### src/rtl/othello_turn_controller_if.sv
// Handshake bundle between the turn controller and the surrounding game datapath.
// master: the turn controller; slave: debounce/init/move/board logic around it.
interface othello_turn_controller_if #(
   parameter int unsigned PW = 3
);
   logic          go;
   logic          init_end;
   logic          ack;
   logic          nack;
   logic          no_valid_move;
   logic          game_end;
   logic          init_start;
   logic          new_move;
   logic [PW-1:0] player;
   logic          pass_event;
   logic          game_over;

   modport master (
      input  go, init_end, ack, nack, no_valid_move, game_end,
      output init_start, new_move, player, pass_event, game_over
   );

   modport slave (
      output go, init_end, ack, nack, no_valid_move, game_end,
      input  init_start, new_move, player, pass_event, game_over
   );
endinterface

### src/rtl/othello_turn_controller.sv
// Game sequencer: welcome, init handshake, turn rotation, forced passes and game-over.
// Optional per-turn timeout enabled by defining MOVE_TIMEOUT_EN.
module othello_turn_controller #(
   parameter int unsigned NUM_PLAYERS    = 2,
   parameter int unsigned PW             = 3,
   parameter int unsigned TIMEOUT_CYCLES = 1000000
) (
   input logic                        clock,
   input logic                        reset,
   othello_turn_controller_if.master  bus
);

   localparam int unsigned CW = $clog2(NUM_PLAYERS + 1);
   localparam logic [PW-1:0] LastPlayer = PW'(NUM_PLAYERS - 1);
   localparam logic [CW-1:0] PassLimit  = CW'(NUM_PLAYERS);

   typedef enum logic [2:0] {
      StWelc, StInit, StCheck, StWaitGo, StWaitRel, StValid, StOver
   } state_e;

   state_e        state_q, state_d;
   logic [PW-1:0] player_q, player_d;
   logic [CW-1:0] pass_cnt_q, pass_cnt_d;
   logic          go_q;
   logic          init_start_q, init_start_d;
   logic          new_move_q, new_move_d;
   logic          pass_event_q, pass_event_d;
   logic          game_over_q, game_over_d;
   logic          press;
   logic          take_pass;
   logic [CW-1:0] pass_inc;
   logic [PW-1:0] player_next;

`ifdef MOVE_TIMEOUT_EN
   logic [31:0]   tmo_q, tmo_d;
   logic          tmo_expired;
   assign tmo_expired = (tmo_q == 32'(TIMEOUT_CYCLES - 1));
`endif

   assign press       = bus.go & ~go_q;
   assign player_next = (player_q == LastPlayer) ? '0 : player_q + 1'b1;
   assign pass_inc    = (pass_cnt_q == PassLimit) ? PassLimit : pass_cnt_q + 1'b1;

   always_comb begin
      state_d    = state_q;
      player_d   = player_q;
      pass_cnt_d = pass_cnt_q;
      take_pass  = 1'b0;
      new_move_d = 1'b0;

      case (state_q)
         StWelc: if (press) state_d = StInit;
         StInit: begin
            if (bus.init_end) begin
               state_d    = StCheck;
               player_d   = '0;
               pass_cnt_d = '0;
            end
         end
         StCheck: begin
            if (bus.game_end)           state_d   = StOver;
            else if (bus.no_valid_move) take_pass = 1'b1;
            else                        state_d   = StWaitGo;
         end
         StWaitGo: begin
            if (bus.game_end)   state_d = StOver;
            else if (press)     state_d = StWaitRel;
`ifdef MOVE_TIMEOUT_EN
            else if (tmo_expired) take_pass = 1'b1;
`endif
         end
         StWaitRel: begin
            if (bus.game_end) begin
               state_d = StOver;
            end else if (!bus.go) begin
               state_d    = StValid;
               new_move_d = 1'b1;
            end
         end
         StValid: begin
            // ack has priority over a simultaneous nack
            if (bus.game_end) begin
               state_d = StOver;
            end else if (bus.ack) begin
               state_d    = StCheck;
               pass_cnt_d = '0;
               player_d   = player_next;
            end else if (bus.nack) begin
               state_d = StWaitGo;
            end
         end
         StOver: begin
            if (press) begin
               state_d  = StWelc;
               player_d = '0;
            end
         end
         default: state_d = StWelc;
      endcase

      // Player advances even on the final pass that ends the game.
      if (take_pass) begin
         pass_cnt_d = pass_inc;
         player_d   = player_next;
         state_d    = (pass_inc == PassLimit) ? StOver : StCheck;
      end

      init_start_d = (state_d == StInit);
      game_over_d  = (state_d == StOver);
      pass_event_d = take_pass;
   end

`ifdef MOVE_TIMEOUT_EN
   always_comb begin
      tmo_d = tmo_q;
      if (state_d == StWaitGo) begin
         tmo_d = (state_q == StWaitGo) ? tmo_q + 32'd1 : 32'd0;
      end
   end
`endif

   always_ff @(posedge clock) begin
      if (reset) begin
         state_q      <= StWelc;
         player_q     <= '0;
         pass_cnt_q   <= '0;
         go_q         <= 1'b0;
         init_start_q <= 1'b0;
         new_move_q   <= 1'b0;
         pass_event_q <= 1'b0;
         game_over_q  <= 1'b0;
      end else begin
         state_q      <= state_d;
         player_q     <= player_d;
         pass_cnt_q   <= pass_cnt_d;
         go_q         <= bus.go;
         init_start_q <= init_start_d;
         new_move_q   <= new_move_d;
         pass_event_q <= pass_event_d;
         game_over_q  <= game_over_d;
      end
   end

`ifdef MOVE_TIMEOUT_EN
   always_ff @(posedge clock) begin
      if (reset) tmo_q <= 32'd0;
      else       tmo_q <= tmo_d;
   end
`endif

   assign bus.init_start = init_start_q;
   assign bus.new_move   = new_move_q;
   assign bus.player     = player_q;
   assign bus.pass_event = pass_event_q;
   assign bus.game_over  = game_over_q;

endmodule

### src/flat_wrapper.sv
// flat-port wrapper written by rule: the top's interface ports become plain ports
module othello_turn_controller_flat 
#(
   parameter int unsigned NUM_PLAYERS    = 2,
   parameter int unsigned PW             = 3,
   parameter int unsigned TIMEOUT_CYCLES = 1000000
)
  (clock, reset, bus_go, bus_init_end, bus_ack, bus_nack, bus_no_valid_move, bus_game_end, bus_init_start, bus_new_move, bus_player, bus_pass_event, bus_game_over);
  othello_turn_controller_if #(.PW(PW)) bus_i ();
  input logic clock;
  input logic reset;
  input wire logic [$bits(bus_i.go)-1:0] bus_go;
  input wire logic [$bits(bus_i.init_end)-1:0] bus_init_end;
  input wire logic [$bits(bus_i.ack)-1:0] bus_ack;
  input wire logic [$bits(bus_i.nack)-1:0] bus_nack;
  input wire logic [$bits(bus_i.no_valid_move)-1:0] bus_no_valid_move;
  input wire logic [$bits(bus_i.game_end)-1:0] bus_game_end;
  output wire logic [$bits(bus_i.init_start)-1:0] bus_init_start;
  output wire logic [$bits(bus_i.new_move)-1:0] bus_new_move;
  output wire logic [$bits(bus_i.player)-1:0] bus_player;
  output wire logic [$bits(bus_i.pass_event)-1:0] bus_pass_event;
  output wire logic [$bits(bus_i.game_over)-1:0] bus_game_over;
  assign bus_i.go = bus_go;
  assign bus_i.init_end = bus_init_end;
  assign bus_i.ack = bus_ack;
  assign bus_i.nack = bus_nack;
  assign bus_i.no_valid_move = bus_no_valid_move;
  assign bus_i.game_end = bus_game_end;
  assign bus_init_start = bus_i.init_start;
  assign bus_new_move = bus_i.new_move;
  assign bus_player = bus_i.player;
  assign bus_pass_event = bus_i.pass_event;
  assign bus_game_over = bus_i.game_over;
  othello_turn_controller #(.NUM_PLAYERS(NUM_PLAYERS), .PW(PW), .TIMEOUT_CYCLES(TIMEOUT_CYCLES)) u_core (.clock(clock), .reset(reset), .bus(bus_i));
endmodule
### config.mk
export PLATFORM = sky130hd
export DESIGN_NAME = othello_turn_controller_flat
export DESIGN_NICKNAME = d
export VERILOG_FILES = /design/src/rtl/othello_turn_controller_if.sv /design/src/rtl/othello_turn_controller.sv /design/src/flat_wrapper.sv
export SDC_FILE = /design/constraint.sdc
export NUM_CORES = 1
export LEC_CHECK = 0
export ABC_AREA = 1
export BUFFER_PORTS_ARGS = -buffer_cell sky130_fd_sc_hd__buf_2
export CAP_MARGIN = 25
export CORE_MARGIN = 4
export CORE_UTILIZATION = 35
export DETAILED_ROUTE_END_ITERATION = 10
export GPL_ROUTABILITY_DRIVEN = 0
export PLACE_DENSITY_LB_ADDON = 0.2
export SYNTH_ARGS = -nofsm -noshare
export SYNTH_HDL_FRONTEND = slang
export SYNTH_SLANG_ARGS = --single-unit
### constraint.sdc
create_clock -name clock -period 1.8 [get_ports clock]
set_clock_uncertainty 0.15 [all_clocks]
set_input_delay 0.09 -clock clock [delete_from_list [all_inputs] [get_ports clock]]
set_output_delay 0.09 -clock clock [all_outputs]
set_load 0.02 [all_outputs]
## Word-level counts from Yosys, hierarchy flattened

Index checks and enable logic that the tools add are counted.

| word-level totals | value |
|---|---|
| word-level logic and storage cells | 66 |
| latch bits | 0 |
| memories | 0 |
| input bits | 8 |
| RAM bits | 0 |
| register bits | 13 |
| bits in read-only memories | 0 |

| operators by class | value |
|---|---|
| bitwise logic cells | 3 |
| multipliers | 0 |
| $add $sub $neg | 2 |
| eq/ne operators | 15 |
| order comparisons | 0 |
| reduce and logical (&&, ||, !) cells | 6 |
| div/mod/pow operators | 0 |
| shifts and indexed selects | 0 |
| muxes and demuxes | 32 |

Operators by type and width:

| cell | count |
|---|---|
| $mux W3 | 20 |
| $pmux W3 S7 | 1 |
| $eq A3 B3 Y1 const B | 4 |
| $mux W2 | 5 |
| $eq A3 B1 Y1 const B | 3 |
| $ne A3 B2 Y1 const B | 3 |
| $pmux W3 S3 | 1 |
| $eq A3 B2 Y1 const B | 2 |
| $reduce_and A5 Y1 | 1 |
| $eq A2 B2 Y1 const B | 2 |
| $mux W1 | 4 |
| $pmux W2 S2 | 1 |
| $reduce_and A4 Y1 | 1 |
| $reduce_bool A4 Y1 | 1 |
| $add A3 B1 Y3 const B | 1 |
| $logic_not A3 Y1 | 1 |
| $ne A3 B1 Y1 const B | 1 |
| $reduce_bool A3 Y1 | 1 |
| $reduce_or A3 Y1 | 1 |
| $add A2 B1 Y2 const B | 1 |
| $not A1 Y1 | 2 |
| $and A1 B1 Y1 | 1 |

## Depth between registers and ports, before layout

| logic depth | value |
|---|---|
| depth in word-level cells | 7 |
| gate-level depth with buffers | 10 |
| gate-level depth less buffers | 10 |

## Least setup slack after synthesis

OpenSTA, ideal clock, no wires.

| path | value |
|---|---|
| path type | register to register |
| from | register u_core.state_q[0] |
| to | register u_core.player_q[0], in the netlist u_core.bus.player[0] |
| setup slack | 0.483 ns |
| required time | 1.518 ns |
| path buffers | 1 |
| cell stages (with the launch flop) | 11 |
| clock period less this slack | 1.317 ns |
| data arrival time | 1.035 ns |
| setup time | 0.132 ns |
| cell sequence | dfxtp_1 buf_6 inv_2 nor2_2 nand3_1 nand2_2 nor2_4 nand2_2 nand2_1 nand2_1 nor2_1 |

| on the way | value |
|---|---|
| word-level cells in the longest chain between the ends | 4 |
| elaborated cells between the ends (all ways) | 13 |
| classes of those cells | eq/ne (8); mux (3); reduce/logical (2) |

Ends and longest elaborated chain:

| element | line | source |
|---|---|---|
| from (decl) | othello_turn_controller.sv:21 | `state_e state_q, state_d;` |
| from (signal assigned) | othello_turn_controller.sv:124 | `state_q <= StWelc;` |
| from (signal assigned) | othello_turn_controller.sv:133 | `state_q <= state_d;` |
| $eq A3 B2 Y1 | othello_turn_controller.sv:51 | `case (state_q)` |
| $mux W1 | othello_turn_controller.sv:51 |  |
| $ne A3 B1 Y1 (no line), or another cell as far along | n/a |  |
| $reduce_and A5 Y1 (no line) | n/a |  |
| to (signal assigned) | othello_turn_controller.sv:134 | `player_q <= player_d;` |
| to (decl) | othello_turn_controller.sv:22 | `logic [PW-1:0] player_q, player_d;` |

Several ways; a longest one is shown, not always the timed one.
A chain may end at the register's enable or synchronous reset.

## Worst setup path in the final report

| path | value |
|---|---|
| from | register u_core.state_q[0] |
| to | register u_core.pass_cnt_q[1] |

| on the way | value |
|---|---|
| word-level cells in the longest chain between the ends | 4 |
| elaborated cells between the ends (all ways) | 11 |
| classes of those cells | eq/ne (6); mux (3); reduce/logical (2) |

Ends and longest elaborated chain:

| element | line | source |
|---|---|---|
| $eq A3 B2 Y1 | othello_turn_controller.sv:51 |  |
| $mux W1 | othello_turn_controller.sv:51 |  |
| $ne A3 B2 Y1 (no line) / $reduce_bool A3 Y1 (equally long branches) | n/a |  |
| $reduce_and A4 Y1 (no line) | n/a |  |
| to (signal assigned) | othello_turn_controller.sv:135 | `pass_cnt_q <= pass_cnt_d;` |
| to (decl) | othello_turn_controller.sv:23 | `logic [CW-1:0] pass_cnt_q, pass_cnt_d;` |

Several ways; a longest one is shown, not always the timed one.

==> key figures <==
Detailed routing
  – Initial DRT Pass Iterations: 4
  – Routed wire length: 2110 µm
  – Drt drc: 0
  – Via count: 909
  – Routed wire length per instance: 10.7 µm
  – Initial DRC count: 38
  – Vias per cell: 4.64
  – Final antenna-violating net count: 0

STA
  – # setup viols final: 0
  – RSZ-0062 raised after global routing: no
  – Final period utilization: 82.7%
  – Final Max Tran Viols: 0
  – Worst slew margin: about four fifths
  – Final TNS setup: 0 ns
  – Slew @ Worst Pin: 0.316 ns
  – Fmax achieved: 0.672 GHz
  – Hold Vio Cnt, Final: 0
  – Setup WS post-layout: around 0.31 ns
  – Post-layout min period: 1.49 ns

Yosys
  – EDFF count, synth: 0
  – Post-synth cell types: 23
  – Synth warnings: 0
  – Largest cells by area after synthesis: dfxtp_1 28%, nand2_1 16%, inv_1 7.6%, nor2_1 7.6%, nand3_2 5.3%
  – Syn Nets: ~160
  – Seq cells post-synth: 13
  – Most frequent cell after synthesis: nand2_1
  – Cell area after synthesis: ~940 µm²
  – Post-synth ARST share: 0%
  – Syn_area_per_cell: 6.36 µm²
  – Commonest cells post-synth: 41 x nand2_1, 19 x inv_1, 19 x nor2_1
  – Ys flop type: dfxtp_1
  – Synth area leader: dfxtp_1
  – Synth Instances: 148
  – Area share of the largest cell type after synthesis: 27.7%
  – Seq/Total Area, Yosys: 27.7%

Worst hold path
  – Hold WC Path Type: primary input to flop
  – Hold Startpoint: bus_init_end
  – Hold Path End: u_core.bus.init_start
  – WHS Path Cells: 4

Power
  – Pwr dens: 778 nW/µm²
  – Sw Ratio: 39.6%
  – Leakage: just under 0.6 nW
  – Reg power frac: 42.0%
  – Peak supply drop: ~0.00046 V
  – Pwr Total: 0.838 mW
  – Comb pwr share: 36.4%
  – Sw power: 0.332 mW
  – Int Pwr: 0.506 mW
  – Clk pwr share: 21.6%

Status
  – Status: complete, no violations

Floorplan
  – Die area: about 3600 µm²
  – Rows: 18
  – Io pins: 15
  – Core footprint: 2520 µm²
  – Die width: between 50 and 60 µm
  – Chip Height: 59.9 µm
  – Initial Util: 37.3%

Clock tree
  – Clk sinks: 13
  – CTS clk-pin slew, worst paths: 0.08 ns
  – TritonCTS clock tree: done
  – Clock Tree Root: clkbuf_4
  – Clk buf depth: 2
  – TritonCTS buffer count: 3
  – Post CTS Setup Buffer Count: 0
  – Insertion delay to the later sink of the worst-skew pair: 0.28 ns
  – CTS H-tree depth: 1

Critical path
  – Crit path max-delay cell type: dfxtp_2
  – Req. time, crit path: 1.86 ns
  – CP endpoint kind: flop
  – Most frequent CP cell: nand2_1
  – Crit path largest cell delay: 0.47 ns
  – CP Max Fanout: 10
  – Worst EP arrival: about 1.6 ns
  – Setup Crit Path Kind: flop to flop
  – Reg2reg path depth: 8
  – CP Buf/Inv Count: 1
  – Worst R2R End: u_core.pass_cnt_q[1]
  – Worst r2r src: u_core.state_q[0]
  – Worst setup SP type: flop
  – Crit-path cells: inv_2 > nor2_2 > nand3_1 > nand2_2 > nor2_1 > nand2_1 > nand2_1 > a21oi_2
  – R2R setup slack: just over 0.3 ns
  – Cell family with most CP delay: simple AND/OR/NAND/NOR gates
  – Critical Path Stages: 8

Placed design
  – Pre-CTS setup slack: just over 0.2 ns
  – Area post-placement: 1030 µm²
  – Number of port buffers: 14
  – HPWL after DPL: 1690 µm

Cells and area
  – Layout area overhead: 14.5%
  – Proportion of layout cells with a drive suffix above 1: approximately 30%
  – Ant diodes: 0
  – Design Area, Final: 1080 µm²
  – Number of fillers in the final layout: 280
  – FF/Latch Area: 262 µm²
  – Nets: between 150 and 200
  – Multi-input gate area: 558 µm²

Global route
  – Initial antenna violation count: 0
  – First-pass GRT wire length: 3620 µm
  – Largest net degree at the start of global routing: 12
  – Vias in the first global route: slightly below 900
  – Overflow after GRT: 0
  – GR Util All Layers: 13.5%

Job
  – Max Cap Viol: 0
area by class of cell:
class | count | area share, %
Multi-Input combinational cell | 107 | 51.8
Tap cell | 30 | 3.48
Timing Repair Buffer | 17 | 9.06
Clock buffer | 4 | 2.44
Sequential cell | 13 | 24.3
Inverter | 25 | 8.94
metal layers:
metal | share of wire [%] | vias to the layer above | GRT usage (%)
li1 | - | 490 | -
met1 | 45 | 397 | 15.7
met2 | 49 | 16 | 23.0
met3 | 4.0 | 6 | 4.10
met4 | 2.0 | 0 | 4.75
met5 | 0 | - | 0
stage by stage:
stage	hold WS [ns]	std cells	util, %
6_report	0.0186	196	42.7
4_1_cts	0.00332	196	42.7
2_1_floorplan	0.0623	148	-
3_3_place_gp	0.229	190	40.8
5_1_grt	0.0416	196	42.7
3_5_place_dp	0.232	190	40.8
state kept, by name, indices dropped and copies added (netlist names):
| name | cells |
|---|---|
| u_core.bus.game_over | 1 |
| u_core.bus.init_start | 1 |
| u_core.state_q | 3 |
| u_core.bus.player | 3 |
| u_core.go_q | 1 |
| u_core.bus.new_move | 1 |
| u_core.pass_cnt_q | 2 |
| u_core.bus.pass_event | 1 |
cell families after synthesis:
kind of cell	after synthesis	share of synthesized area, %
compound gates	13	9.04
fa+ha+maj	1	1.33
buf+inv	28	13.0
flops	13	27.7
simple gates	93	48.9
tightest hold or removal path, cell delays in order:
cell	delay (ns)
buf_2	0.10
a31oi_1	0.11
nand2_2	0.07
nor2_1	0.04
repair_timing:
| action | 4_1_cts | 5_1_grt |
|---|---|---|
| endpoints found under the setup margin | 0 | 1 |
| endpoints found under the hold margin | 7 | 0 |
| resized for setup | 0 | 1 |
| hold buffers | 2 | 0 |
power by group through the flow:
stage	combinational (mW)	clock (mW)	sequential, mW
after floorplan	0.242	0	0.355
after global placement	0.299	0	0.355
final	0.305	0.181	0.352
after global routing	0.348	0.205	0.357
after detailed placement	0.301	0	0.358
after CTS	0.306	0.195	0.351
worst max path at each step:
stage                 startpoint              endpoint
3_3_place_gp   u_core.state_q[0]  u_core.bus.player[0]
2_1_floorplan  u_core.state_q[0]  u_core.bus.player[0]
5_1_grt        u_core.state_q[0]  u_core.pass_cnt_q[0]
3_5_place_dp   u_core.state_q[0]  u_core.bus.player[0]
6_report       u_core.state_q[0]  u_core.pass_cnt_q[1]
4_1_cts        u_core.state_q[0]  u_core.pass_cnt_q[1]
cells in the final DEF, fill, tap and decap left out, types with 2 or more instances in the layout:
master	Yosys	routed
nand2_1	41	41
inv_1	19	19
nor2_1	19	19
buf_2	0	14
dfxtp_1	13	12
nand3_1	9	9
nand2_2	6	6
inv_2	5	5
nor2_2	5	5
nand3_2	5	5
o21ai_0	5	5
a21oi_2	4	4
nor2_4	3	3
clkbuf_4	0	3
a21oi_1	2	2
nand4_1	2	2
dlygate4sd3_1	0	2
Note: power is estimated with default switching activity, not from simulation.
